$ cat config.mk
export PLATFORM = sky130hd
export DESIGN_NAME = pic_control_logic
export DESIGN_NICKNAME = d
export VERILOG_FILES = /design/src/rtl/pic_control_logic.sv
export SDC_FILE = /design/constraint.sdc
export NUM_CORES = 1
export LEC_CHECK = 0
export BUFFER_PORTS_ARGS = -buffer_cell sky130_fd_sc_hd__buf_2
export CAP_MARGIN = 20
export CORE_MARGIN = 1.5
export CORE_UTILIZATION = 36
export DETAILED_ROUTE_END_ITERATION = 8
export PLACE_DENSITY = 0.66
export SKIP_LAST_GASP = 1
export SYNTH_ARGS = -nofsm -noshare
export SYNTH_HDL_FRONTEND = slang
export SYNTH_SLANG_ARGS = --single-unit
$ cat constraint.sdc
create_clock -name clk -period 5.31 [get_ports clk]
set_input_delay 1.3275 -clock clk [delete_from_list [all_inputs] [get_ports clk]]
set_output_delay 1.3275 -clock clk [all_outputs]
set_load 0.01 [all_outputs]
$ cat src/rtl/pic_control_logic.sv
// rtl/pic_control_logic.sv - 8259-style priority resolution, INTA sequencing and EOI/rotation control
module pic_control_logic #(
  parameter int VEC_BASE_W = 5
) (
  input  logic                  clk,
  input  logic                  rst_n,
  input  logic [7:0]            irr,
  input  logic [7:0]            imr,
  input  logic                  inta,
  input  logic                  eoi,
  input  logic                  eoi_specific,
  input  logic [2:0]            eoi_level,
  input  logic                  aeoi,
  input  logic                  rotate,
  input  logic [VEC_BASE_W-1:0] vector_base,
  output logic                  int_out,
  output logic [7:0]            clr_irr,
  output logic [7:0]            isr,
  output logic [7:0]            vector,
  output logic                  vector_valid,
  output logic [2:0]            highest_priority_int
);

  localparam logic [1:0] ST_IDLE = 2'd0;
  localparam logic [1:0] ST_PEND = 2'd1;
  localparam logic [1:0] ST_ACK2 = 2'd2;

  logic [1:0] state;
  logic [2:0] sel;
  logic       spurious;

  logic [7:0] req;
  logic [2:0] scan_lvl;
  logic       cand_found;
  logic [2:0] cand_level;
  logic [2:0] cand_rank;
  logic       top_found;
  logic [2:0] top_level;
  logic [2:0] top_rank;
  logic       eligible;

  // Scan from lowest to highest priority so the highest-priority hit is written last.
  always_comb begin
    req        = irr & ~imr;
    scan_lvl   = '0;
    cand_found = 1'b0;
    cand_level = '0;
    cand_rank  = '0;
    top_found  = 1'b0;
    top_level  = '0;
    top_rank   = '0;
    for (int r = 7; r >= 0; r--) begin
      scan_lvl = highest_priority_int + 3'(r);
      if (req[scan_lvl]) begin
        cand_found = 1'b1;
        cand_level = scan_lvl;
        cand_rank  = 3'(r);
      end
      if (isr[scan_lvl]) begin
        top_found = 1'b1;
        top_level = scan_lvl;
        top_rank  = 3'(r);
      end
    end
    eligible = cand_found && (!top_found || (cand_rank < top_rank));
  end

  logic       ack1;
  logic       ack2;
  logic       aeoi_clr;
  logic       eoi_hit;
  logic [2:0] eoi_target;
  logic [7:0] isr_set;
  logic [7:0] isr_clr;

  // EOI targets come from the pre-update isr, so they compose with a same-cycle set.
  always_comb begin
    ack1       = (state == ST_PEND) && inta;
    ack2       = (state == ST_ACK2) && inta;
    aeoi_clr   = ack2 && aeoi && !spurious;
    eoi_target = eoi_specific ? eoi_level : top_level;
    eoi_hit    = eoi && isr[eoi_target];
    isr_set    = (ack1 && eligible) ? (8'd1 << cand_level) : 8'd0;
    isr_clr    = '0;
    if (eoi_hit) isr_clr[eoi_target] = 1'b1;
    if (aeoi_clr) isr_clr[sel] = 1'b1;
  end

  always_ff @(posedge clk or negedge rst_n) begin
    if (!rst_n) begin
      state                <= ST_IDLE;
      sel                  <= '0;
      spurious             <= 1'b0;
      int_out              <= 1'b0;
      clr_irr              <= '0;
      isr                  <= '0;
      vector               <= '0;
      vector_valid         <= 1'b0;
      highest_priority_int <= '0;
    end else begin
      clr_irr      <= isr_set;
      vector_valid <= 1'b0;
      isr          <= (isr | isr_set) & ~isr_clr;
      if (rotate) begin
        if (aeoi_clr) highest_priority_int <= sel + 3'd1;
        else if (eoi_hit) highest_priority_int <= eoi_target + 3'd1;
      end
      case (state)
        ST_IDLE: begin
          if (eligible) begin
            state   <= ST_PEND;
            int_out <= 1'b1;
          end
        end
        ST_PEND: begin
          if (inta) begin
            state    <= ST_ACK2;
            int_out  <= 1'b0;
            spurious <= !eligible;
            sel      <= eligible ? cand_level : 3'd7;
          end else if (!eligible) begin
            state   <= ST_IDLE;
            int_out <= 1'b0;
          end
        end
        ST_ACK2: begin
          if (inta) begin
            state        <= ST_IDLE;
            vector       <= 8'({vector_base, sel});
            vector_valid <= 1'b1;
          end
        end
        default: begin
          state   <= ST_IDLE;
          int_out <= 1'b0;
        end
      endcase
    end
  end

endmodule
==> qor.txt <==
Core Box Area - 9770 um2
Antenna Diode Count - 0
Min-Delay Path Depth - 2
final hold viol count - 0
die area - 10700 um2
DR pass1 iterations - 6
crit path max fanout - 23
synthesized instance count - 399
synthesized area per cell - 9.07 um2
Final Skew - 0.00690 ns
Slew headroom - 31.2%
grt met2 use - 34.2%
Routed Antenna Nets - 0
GRT Resource Usage Total - 20.0%
period utilization - 85.1%
Seq/Total Area, Yosys - 24.2%
Bufs on Longest Clock Path - 2
RR Startpoint - highest_priority_int[0]
largest net degree at the start of global routing - 45
layout cells sized above 1 - 29.8%
Via Count - 3496
Post-route DRC - 0
Synth area leader - dfrtp_1
Hold EP - vector[7]
nets - 484
RSZ-0062 raised after global routing - no
CTS buffer count - 5
Synth Warn # - 0
DR vias/cell - 6.01
most frequent cells in the layout - buf_2 (59), nand2_1 (56), dfrtp_1 (35), nor2_1 (30), mux4_2 (22)
post-DP HPWL - 7.60 mm
syn nets - 435
starting density of the core - 37.0%
reg-to-reg endpoint - highest_priority_int[1]
Sink Count - 35
Unique masters post-synth - 74
IO Port Bufs - 59
DR WL/cell - 17.4 um
commonest non-fill, non-tap cell in the layout - buf_2
Crit. End Element - register
post-cts sizing count - 0
crit-path cells - inv_2 > ha_1 > nor2b_1 > a211oi_1 > a221oi_1 > a211oi_1 > mux2_2 > a22oi_1 > o211ai_1 > a22oi_1 > o31a_1 > mux2_4
async set-reset flop share out of synthesis - 100%
CP max stage delay - 0.85 ns
post-synth top area share - 24.2%
Max Cap Viol - 0
crit path DAT - 4.69 ns
layer with the highest usage - met2
CP max-delay cell - ha_1
top_reg_cell synth - dfrtp_1
Peak Freq - 221 MHz
post-route cell area - 4120 um2
initial antenna violation count - 0
number of hold buffers added after CTS - 0
first-pass GRT wire length - 16.8 mm
outcome - completed
Die H - 103 um
Detailed Route WL - 10.1 mm
synth top area cells - dfrtp_1 (24%), mux4_2 (14%), nand2_1 (5.8%), mux2_2 (5.0%), mux2i_1 (3.9%)
number of synthesized flops with an enable pin - 0
crit path kind - register to register
Final Max Tran Viols - 0
GRT met3 Usage - 3.23%
grt met1 use - 26.3%
clk_lat worst skew - 0.29 ns
Synth Register Bits - 35
Clock transition at path regs - 0.07 ns
clk root buf - clkbuf_8
area delta synth->final - 14.0%
vias in the first global route - 3440
First DRT Iteration DRCs - 186
setup violators final - 0
reg-to-reg slack, setup - 0.79 ns
GPL Wtd Cong - 0.977
IO Pins - 60
number of setup buffers added after CTS - 0
die width - 103 um
Worst-Margin Slew - 1.02 ns
final worst path period need - 4.52 ns
CTS tree - done
H-Tree Depth - 2
HP Class - register to register
setup TNS - 0 ns
Reg2Reg Depth - 12
CP Launch Type - register
Hold Path Origin - vector[7]
Critical Path RT - 5.48 ns
# rows - 36
GRT Residual Overflow - 0
Cell Area, Synth - 3620 um2
Post-DP Area - 4000 um2
==> registers in the layout, summed over array words and instances, names as in the netlist <==
signal                cells
highest_priority_int      3
isr                       8
vector                    8
spurious                  1
clr_irr                   8
vector_valid              1
state                     2
int_out                   1
sel                       3
==> worst max-delay path: cells and delay by family, from the launching register on <==
family / cells / cell delay [ns]
muxes: 2 / 0.72
DFF: 1 / 0.35
AOI/OAI and AO/OA: 7 / 2.26
adders and majority gates: 1 / 0.85
and+or+nand+nor: 1 / 0.11
buffers and inverters: 1 / 0.11
==> cells in the mapped netlist (all sizes together), types with 5 or more instances <==
library cell,instances
nand3,6
o211ai,5
nand3b,7
nor4,8
nand2b,8
ha,5
o22ai,6
nor3,12
a31oi,6
dfrtp,35
mux2,19
mux2i,15
mux4,22
inv,6
nand2,56
buf,12
nor2,30
clkbuf,12
nor2b,10
o21ai,14
a211oi,8
a21oi,23
==> cell families (layout without fill, tap and decap cells) <==
kind of cell | Yosys count | in the layout | synth area share (%)
flip-flops | 35 | 35 | 24.2
multiplexers | 56 | 56 | 24.1
AO/OA/AOI/OAI | 109 | 109 | 22.2
buffers and inverters | 34 | 84 | 4.39
AND/OR/NAND/NOR | 155 | 155 | 21.9
XOR/XNOR | 5 | 5 | 1.42
adder cells (fa/ha/maj) | 5 | 5 | 1.73
==> worst max-delay path by stage <==
stage | from | to | cells past startpoint
3_5_place_dp | imr[7] | isr[4] | 15
5_1_grt | highest_priority_int[0] | isr[4] | 16
4_1_cts | highest_priority_int[0] | isr[2] | 15
2_1_floorplan | imr[7] | isr[0] | 15
3_3_place_gp | imr[7] | isr[4] | 15
6_report | highest_priority_int[0] | highest_priority_int[1] | 12
==> metal layers <==
metal  vias up  part of all wire (%)
li1       1626                     -
met4         0                   1.5
met2       134                    49
met3        16                   5.4
met5         -                     0
met1      1720                    44
==> stage by stage <==
stage               hold slack (ns)  cells  utilization [%]  setup slack, ns
floorplan                     0.461    399                -             1.04
global placement              0.455    573             40.9            0.536
detailed placement            0.461    573             40.9            0.435
CTS                           0.481    581             42.1            0.648
global route                  0.511    582             42.2            0.457
finish                        0.481    582             42.2            0.792
==> area by class of cell <==
| cell class | count | area, um2 |
|---|---|---|
| multi-input combinational | 330 | 2580 |
| tap | 133 | 166 |
| clock buffer | 5 | 68.8 |
| fill | 995 | 5650 |
| sequential | 35 | 876 |
| timing repair buffer | 66 | 348 |
| clock inverter | 3 | 43.8 |
| inverter | 10 | 37.5 |
Power is left out: the tool's default activity adds up to more than one toggle a clock period on the data nets, which glitch-free logic cannot reach.
